`config.mk`:
```
export PLATFORM = sky130hd
export DESIGN_NAME = multi_client_axis
export DESIGN_NICKNAME = d
export VERILOG_FILES = /design/src/rtl/noc_axis_pkg.sv /design/src/rtl/client_fifo.sv /design/src/rtl/multi_client_axis.sv
export SDC_FILE = /design/constraint.sdc
export NUM_CORES = 2
export LEC_CHECK = 0
export ABC_AREA = 0
export CAP_MARGIN = 20
export CORE_ASPECT_RATIO = 1.4
export CORE_UTILIZATION = 30
export DETAILED_ROUTE_END_ITERATION = 12
export GPL_ROUTABILITY_DRIVEN = 1
export SETUP_SLACK_MARGIN = 0.5
export SLEW_MARGIN = 20
export SYNTH_ARGS = -nofsm -noshare
export SYNTH_HDL_FRONTEND = slang
export SYNTH_MEMORY_MAX_BITS = 65536
export SYNTH_SLANG_ARGS = --single-unit
```
`constraint.sdc`:
```
create_clock -name clk -period 22.6 [get_ports clk]
set_input_delay 6.78 -clock clk [delete_from_list [all_inputs] [get_ports clk]]
set_output_delay 6.78 -clock clk [all_outputs]
set_load 0.01 [all_outputs]
```
`src/rtl/noc_axis_pkg.sv`:
```
// Shared defaults and types for the NoC AXI-Stream client blocks.
//   Default bus widths: data, strobe, keep, packet id, destination and user fields.
//   state_t: packet-level output FSM states (IDLE arbitrates, BURST streams one packet).
package noc_axis_pkg;

    localparam int unsigned NOC_DATAW = 128;
    localparam int unsigned NOC_STRBW = 8;
    localparam int unsigned NOC_KEEPW = 8;
    localparam int unsigned NOC_IDW   = 32;
    localparam int unsigned NOC_DESTW = 4;
    localparam int unsigned NOC_USERW = 66;

    typedef enum logic [0:0] {
        IDLE,
        BURST
    } state_t;

endpackage

```
`src/rtl/client_fifo.sv`:
```
// Synchronous FIFO holding one client channel's {tlast, tdata} beats.
// Ports:
//   clk, rst          clock, asynchronous active-low reset (empties the FIFO)
//   push, wdata       write strobe and beat; ignored while full
//   pop, rdata        read strobe and head beat (rdata is valid whenever !empty)
//   full, empty       occupancy flags
module client_fifo #(
    parameter int unsigned DEPTH = 8,
    parameter int unsigned WIDTH = 129
) (
    input  logic             clk,
    input  logic             rst,
    input  logic             push,
    input  logic [WIDTH-1:0] wdata,
    input  logic             pop,
    output logic [WIDTH-1:0] rdata,
    output logic             full,
    output logic             empty
);

    localparam int unsigned AW = $clog2(DEPTH);
    localparam logic [AW:0] PTR_ONE = 1;

    logic [WIDTH-1:0] mem [DEPTH];
    // One extra pointer bit distinguishes full from empty when the indices match.
    logic [AW:0]      wptr;
    logic [AW:0]      rptr;

    always_ff @(posedge clk or negedge rst) begin
        if (!rst) begin
            wptr <= '0;
            rptr <= '0;
        end else begin
            if (push && !full) wptr <= wptr + PTR_ONE;
            if (pop && !empty) rptr <= rptr + PTR_ONE;
        end
    end

    // Storage needs no reset: entries are only read after being written.
    always_ff @(posedge clk) begin
        if (push && !full) mem[wptr[AW-1:0]] <= wdata;
    end

    assign rdata = mem[rptr[AW-1:0]];
    assign empty = (wptr == rptr);
    assign full  = (wptr[AW] != rptr[AW]) && (wptr[AW-1:0] == rptr[AW-1:0]);

endmodule

```
`src/rtl/multi_client_axis.sv`:
```
// Merges NUM_CH buffered client streams onto one AXI-Stream NoC link at packet granularity.
// Ports:
//   clk, rst                          clock, asynchronous active-low reset
//   client_tdata/tlast/valid/ready    per-channel beat inputs (channel c at slice c)
//   ch_dest                           static NoC destination per channel, sampled at grant
//   axis_client_interface_*           merged AXI-Stream output; tuser carries source channel
module multi_client_axis
    import noc_axis_pkg::*;
#(
    parameter int unsigned NUM_CH     = 4,
    parameter int unsigned DATAW      = NOC_DATAW,
    parameter int unsigned FIFO_DEPTH = 8,
    parameter int unsigned DESTW      = NOC_DESTW,
    parameter int unsigned IDW        = NOC_IDW,
    parameter int unsigned STRBW      = NOC_STRBW,
    parameter int unsigned KEEPW      = NOC_KEEPW,
    parameter int unsigned USERW      = NOC_USERW
) (
    input  logic                    clk,
    input  logic                    rst,
    input  logic [NUM_CH*DATAW-1:0] client_tdata,
    input  logic [NUM_CH-1:0]       client_tlast,
    input  logic [NUM_CH-1:0]       client_valid,
    output logic [NUM_CH-1:0]       client_ready,
    input  logic [NUM_CH*DESTW-1:0] ch_dest,
    input  logic                    axis_client_interface_tready,
    output logic                    axis_client_interface_tvalid,
    output logic                    axis_client_interface_tlast,
    output logic [DESTW-1:0]        axis_client_interface_tdest,
    output logic [IDW-1:0]          axis_client_interface_tid,
    output logic [STRBW-1:0]        axis_client_interface_tstrb,
    output logic [KEEPW-1:0]        axis_client_interface_tkeep,
    output logic [USERW-1:0]        axis_client_interface_tuser,
    output logic [DATAW-1:0]        axis_client_interface_tdata
);

    localparam int unsigned CHW = (NUM_CH > 1) ? $clog2(NUM_CH) : 1;
    localparam int unsigned FW  = DATAW + 1;

    logic [NUM_CH-1:0] full;
    logic [NUM_CH-1:0] empty;
    logic [NUM_CH-1:0] push;
    logic [NUM_CH-1:0] pop;
    logic [FW-1:0]     rdata    [NUM_CH];
    logic [DESTW-1:0]  dest_arr [NUM_CH];

    state_t            state;
    logic              ready_en;
    logic [CHW-1:0]    grant;
    logic [CHW-1:0]    rr_ptr;
    logic [CHW-1:0]    sel;
    logic [CHW-1:0]    rr_next;
    logic              sel_valid;
    logic [DESTW-1:0]  dest;
    logic [IDW-1:0]    tid_cnt;
    logic              load;

    // client_ready stays low through reset and rises on the first edge after release.
    assign client_ready = ready_en ? ~full : '0;
    assign load         = !axis_client_interface_tvalid || axis_client_interface_tready;

    for (genvar c = 0; c < NUM_CH; c++) begin : g_ch
        assign push[c]     = client_valid[c] && client_ready[c];
        assign pop[c]      = (state == BURST) && load && (grant == CHW'(c)) && !empty[c];
        assign dest_arr[c] = ch_dest[c*DESTW +: DESTW];

        client_fifo #(
            .DEPTH (FIFO_DEPTH),
            .WIDTH (FW)
        ) u_fifo (
            .clk   (clk),
            .rst   (rst),
            .push  (push[c]),
            .wdata ({client_tlast[c], client_tdata[c*DATAW +: DATAW]}),
            .pop   (pop[c]),
            .rdata (rdata[c]),
            .full  (full[c]),
            .empty (empty[c])
        );
    end

    // Round-robin: first non-empty channel at or after rr_ptr.
    always_comb begin
        logic [CHW-1:0] idx;
        idx       = '0;
        sel       = '0;
        sel_valid = 1'b0;
        for (int unsigned i = 0; i < NUM_CH; i++) begin
            idx = CHW'((32'(rr_ptr) + i) % NUM_CH);
            if (!sel_valid && !empty[idx]) begin
                sel_valid = 1'b1;
                sel       = idx;
            end
        end
    end

    assign rr_next = CHW'((32'(sel) + 1) % NUM_CH);

    assign axis_client_interface_tstrb = {STRBW{axis_client_interface_tvalid}};
    assign axis_client_interface_tkeep = {KEEPW{axis_client_interface_tvalid}};

    always_ff @(posedge clk or negedge rst) begin
        if (!rst) begin
            state                        <= IDLE;
            ready_en                     <= 1'b0;
            grant                        <= '0;
            rr_ptr                       <= '0;
            dest                         <= '0;
            tid_cnt                      <= '0;
            axis_client_interface_tvalid <= 1'b0;
            axis_client_interface_tlast  <= 1'b0;
            axis_client_interface_tdest  <= '0;
            axis_client_interface_tid    <= '0;
            axis_client_interface_tuser  <= '0;
            axis_client_interface_tdata  <= '0;
        end else begin
            ready_en <= 1'b1;
            // A free output register with nothing to load drains to a bubble.
            if (load) axis_client_interface_tvalid <= 1'b0;
            case (state)
                IDLE: begin
                    if (sel_valid) begin
                        grant  <= sel;
                        dest   <= dest_arr[sel];
                        rr_ptr <= rr_next;
                        state  <= BURST;
                    end
                end
                BURST: begin
                    if (load && !empty[grant]) begin
                        axis_client_interface_tvalid <= 1'b1;
                        axis_client_interface_tlast  <= rdata[grant][DATAW];
                        axis_client_interface_tdata  <= rdata[grant][DATAW-1:0];
                        axis_client_interface_tdest  <= dest;
                        axis_client_interface_tid    <= tid_cnt;
                        axis_client_interface_tuser  <= USERW'(grant);
                        if (rdata[grant][DATAW]) begin
                            tid_cnt <= tid_cnt + IDW'(1);
                            state   <= IDLE;
                        end
                    end
                end
                default: state <= IDLE;
            endcase
        end
    end

endmodule

```
==> results_tabular.tex <==
\begin{tabular}{lr}
\hline
Metric & Value \\
\hline
\multicolumn{2}{l}{\textbf{Run status}} \\
\quad Outcome & completed \\
\multicolumn{2}{l}{\textbf{Clock tree}} \\
\quad Sink Count & 4370 \\
\quad Total CTS buffers & 408 \\
\quad Resized cells post-CTS & 0 \\
\quad Clock latency at the later pin of the worst-skew pair & 1.06 ns \\
\quad Clock root buffer master & sky130\_fd\_sc\_hd\_\_clkbuf\_16 \\
\quad Clock tree from TritonCTS & built \\
\quad Post-CTS Hold Fix Bufs & 0 \\
\quad Number of buffers on the longest clock path & 4 \\
\quad Postcts setup bufs & 0 \\
\quad Clock-pin slew on the worst setup and hold paths & 0.07 ns \\
\quad \# H-tree levels & 5 \\
\multicolumn{2}{l}{\textbf{STA}} \\
\quad FMAX & 0.0952 GHz \\
\quad Post-route fraction of the period consumed by the critical path & 46.5\% \\
\quad Finish-stage setup viols & 0 \\
\quad Relative slew slack & 16.7\% \\
\quad Worst Skew & 0.121 ns \\
\quad Max-slew violation count & 0 \\
\quad RSZ-0062 raised after global routing & no \\
\quad Actual transition at the worst max-transition pin & 1.25 ns \\
\quad Final setup margin & 12.10 ns \\
\quad Final worst path period need & 10.50 ns \\
\quad Final Hold Viols & 0 \\
\quad Total negative setup slack & 0 ns \\
\multicolumn{2}{l}{\textbf{Flow run}} \\
\quad Max-cap check violation count & 0 \\
\multicolumn{2}{l}{\textbf{Synth}} \\
\quad Share of Yosys cell area claimed by the top area cell type & 74.2\% \\
\quad Library cell occupying the most area in the post-synthesis netlist & sky130\_fd\_sc\_hd\_\_edfxtp\_1 \\
\quad Syn Inst Count & 7180 \\
\quad Post-Syn Area per Cell & 23.3 um\^{}2 \\
\quad Synth top area cells & sky130\_fd\_sc\_hd\_\_edfxtp\_1 74\%, sky130\_fd\_sc\_hd\_\_mux4\_2 16\%, sky130\_fd\_sc\_hd\_\_dfrtp\_1 3.6\% \\
\quad Yosys Warn Count & 0 \\
\quad Combined area of all synthesized cells & 167000 um\^{}2 \\
\quad Post-synthesis cell type count & 53 \\
\quad Proportion of synthesized chip area in sequential cells & 77.8\% \\
\quad Total of flip-flops plus latches after synthesis & 4370 \\
\multicolumn{2}{l}{\textbf{Worst setup path}} \\
\quad Crit path kind & flop to output pin \\
\quad Data arrival time at the worst-slack endpoint & 3.72 ns \\
\quad Category of the worst setup path launch point & flop \\
\quad Highest net fanout along the worst path & 45 \\
\quad Required time at the worst-slack endpoint & 15.82 ns \\
\quad Sort of element at the end of the critical path & output pin \\
\multicolumn{2}{l}{\textbf{Final layout}} \\
\quad Synthesis-to-finish area growth & 18.0\% \\
\quad Finished Core Util & 35.5\% \\
\quad Fraction of final layout cells with drive strength greater than 1 & 23.9\% \\
\quad Post-layout instance area & 197000 um\^{}2 \\
\quad Layout Nets & 8655 \\
\quad Filler cell count & 50500 \\
\multicolumn{2}{l}{\textbf{Placed design}} \\
\quad Placed cell areas & 183000 um\^{}2 \\
\quad Number of input and output port buffers inserted & 726 \\
\quad DPL Wire Length & 343000 um \\
\quad Routability congestion estimate from global placement & 0.802 \\
\quad Post-Place Worst Slack & 11.40 ns \\
\multicolumn{2}{l}{\textbf{Drt}} \\
\quad Antenna viol nets, final & 0 \\
\quad Total via count after detailed routing & 79100 \\
\quad Violation count after the first detailed-route iteration & 8316 \\
\quad WL final & 507000 um \\
\quad Drc violations & 0 \\
\quad WL per Instance & 31.9 um \\
\quad Vias per cell & 4.98 \\
\quad Detailed-router iteration count before antenna repair & 5 \\
\multicolumn{2}{l}{\textbf{Pwr}} \\
\quad Overall Power & 24.6 mW \\
\quad Switching Fraction & 31.7\% \\
\quad Pwr per Cell Area & 125 nW/um\^{}2 \\
\quad Share of power burned in combinational logic & 30.5\% \\
\quad Power dissipated by switching net loads & 7.81 mW \\
\quad Register share of total power & 41.1\% \\
\quad Maximum VDD drop & 93.3 uV \\
\quad Share of power burned in the clock network & 28.3\% \\
\quad Leakage component of the power & 62.0 nW \\
\quad Internal power consumption & 16.8 mW \\
\multicolumn{2}{l}{\textbf{Global route}} \\
\quad Initial antenna violation count & 355 \\
\quad Number of global-route vias before repair & 80200 \\
\quad Most congested layer reported by global routing & met2 \\
\quad Met1 global-route usage & 21.1\% \\
\quad Routing usage on met3 & 6.00\% \\
\quad Met2 demand-to-capacity share in global routing & 30.1\% \\
\quad Remaining Overflow, GRT & 0 \\
\quad Largest net degree at the start of global routing & 147 \\
\quad Wire length of the first global-routing pass & 685000 um \\
\quad Overall routing resource usage & 17.7\% \\
\multicolumn{2}{l}{\textbf{Floorplan}} \\
\quad Number of top-level pins & 791 \\
\quad Floorplan row count & 324 \\
\quad Initial core utilization & 30.1\% \\
\quad Die Footprint & 560000 um\^{}2 \\
\quad Core footprint & 555000 um\^{}2 \\
\quad Die Wd & 633 um \\
\quad Chip height & 885 um \\
\multicolumn{2}{l}{\textbf{Hold path}} \\
\quad Class of the most critical hold timing path & flop to flop \\
\hline
\end{tabular}
==> worst max-delay path: stages, from the launching register on <==
cell and delay (ns):
sky130_fd_sc_hd__dfrtp_4 0.90, sky130_fd_sc_hd__xor2_1 0.31, sky130_fd_sc_hd__nor3_1 0.10, sky130_fd_sc_hd__a21boi_1 0.65, sky130_fd_sc_hd__clkdlybuf4s50_1 0.68
==> area by class of cell <==
| type | instances | area [um^2] | area share, % |
|---|---|---|---|
| Sequential cell | 4370 | 130000 | 66.0 |
| Multi-Input combinational cell | 2405 | 35300 | 17.9 |
| Clock buffer | 539 | 11000 | 5.59 |
| Tap cell | 7335 | 9180 | 4.65 |
| Timing Repair Buffer | 907 | 8810 | 4.47 |
| Clock inverter | 216 | 2500 | 1.27 |
| Antenna cell | 110 | 275 | 0.140 |
| Inverter | 15 | 56.3 | 0.0285 |
==> per-layer routing <==
metal,vias up,share of wire [%]
met5,-,0.24
met4,184,3.2
met3,993,9.5
met2,3195,50
met1,42600,37
li1,32100,-
==> power groups by stage <==
stage          sequential (mW)  clock (mW)  combinational (mW)
6_report                  10.1        6.97                7.52
5_1_grt                   10.2        7.37                7.91
4_1_cts                   10.1        7.09                7.70
3_5_place_dp              10.3           0                7.68
3_3_place_gp              10.3           0                7.59
2_1_floorplan             10.2           0                4.69
==> synth_stat cells, drive strengths merged <==
library cell,number
xnor2,39
or4,2
and3,3
nor2,48
nor4,9
dfrtp,242
o21bai,1
o21a,3
xor2,32
nor3b,2
nor2b,3
nand2,251
a21o,1
inv,15
o31ai,1
a221oi,15
o22ai,9
ha,9
nand2b,12
edfxtp,4128
conb,2
mux2i,499
a21boi,1
and4,3
o21ai,144
a31oi,2
o211ai,1
or2,1
and2,6
o2bb2ai,2
nand3,9
nor3,22
a21oi,6
clkbuf,162
nand4,16
nor4b,2
buf,291
a22oi,1
mux2,31
a22o,1
mux4,1153
==> sequential cells by signal (all words and copies together) (netlist names), named ones only <==
| name | flops |
|---|---|
| g_ch.u_fifo.rptr | 16 |
| axis_client_interface_tlast | 1 |
| grant | 2 |
| axis_client_interface_tdata | 128 |
| g_ch.u_fifo.mem | 4128 |
| dest | 4 |
| state | 1 |
| g_ch.u_fifo.wptr | 16 |
| axis_client_interface_tuser | 2 |
| rr_ptr | 2 |
| tid_cnt | 32 |
| axis_client_interface_tid | 32 |
| ready_en | 1 |
| axis_client_interface_tdest | 4 |
==> placed cells by master, fill, tap and decap left out, types with 20 or more instances in the layout <==
cell	n
sky130_fd_sc_hd__buf_4	167
sky130_fd_sc_hd__bufinv_16	40
sky130_fd_sc_hd__clkbuf_1	101
sky130_fd_sc_hd__clkbuf_16	410
sky130_fd_sc_hd__clkbuf_8	28
sky130_fd_sc_hd__clkdlybuf4s50_1	725
sky130_fd_sc_hd__clkinv_1	59
sky130_fd_sc_hd__clkinv_2	64
sky130_fd_sc_hd__conb_1	65
sky130_fd_sc_hd__dfrtp_1	228
sky130_fd_sc_hd__diode_2	110
sky130_fd_sc_hd__edfxtp_1	4128
sky130_fd_sc_hd__mux2_2	30
sky130_fd_sc_hd__mux2i_1	498
sky130_fd_sc_hd__mux4_2	1153
sky130_fd_sc_hd__nand2_1	251
sky130_fd_sc_hd__nor2_1	28
sky130_fd_sc_hd__nor2_4	20
sky130_fd_sc_hd__o21ai_0	60
sky130_fd_sc_hd__o21ai_1	84
sky130_fd_sc_hd__xnor2_1	39
sky130_fd_sc_hd__xor2_1	32
==> stage by stage <==
step | cells | hold WS (ns)
2_1_floorplan | 7243 | 0.439
3_3_place_gp | 15000 | 0.462
3_5_place_dp | 15000 | 0.464
4_1_cts | 15800 | 0.478
5_1_grt | 15800 | 0.493
6_report | 15900 | 0.476
==> path summary, 6_finish.rpt <==
check / cells after the start / slack [ns] / startpoint / to
setup / recovery: 4 / 12.10 / g_ch[0].u_fifo.rptr[1] / client_ready[0]
hold / removal: 2 / 0.48 / dest[0] / axis_client_interface_tdest[0]
setup reg to reg: 7 / 17.53 / g_ch[2].u_fifo.rptr[0] / axis_client_interface_tdata[114]
hold reg to reg: 2 / 0.48 / dest[0] / axis_client_interface_tdest[0]
max in group asynchronous: 3 / 14.90 / rst / axis_client_interface_tdata[15]
min in group asynchronous: 1 / 5.62 / rst / axis_client_interface_tdata[13]
==> kinds of logic after synthesis <==
| group | share of synthesized area (%) |
|---|---|
| other | 0.00449 |
| AO/OA/AOI/OAI | 0.625 |
| multiplexers | 18.7 |
| XOR/XNOR | 0.372 |
| buffers and inverters | 1.35 |
| flip-flops | 77.8 |
| adder cells (fa/ha/maj) | 0.0674 |
| AND/OR/NAND/NOR | 1.04 |
No activity file was read; power rests on OpenSTA's default activity.
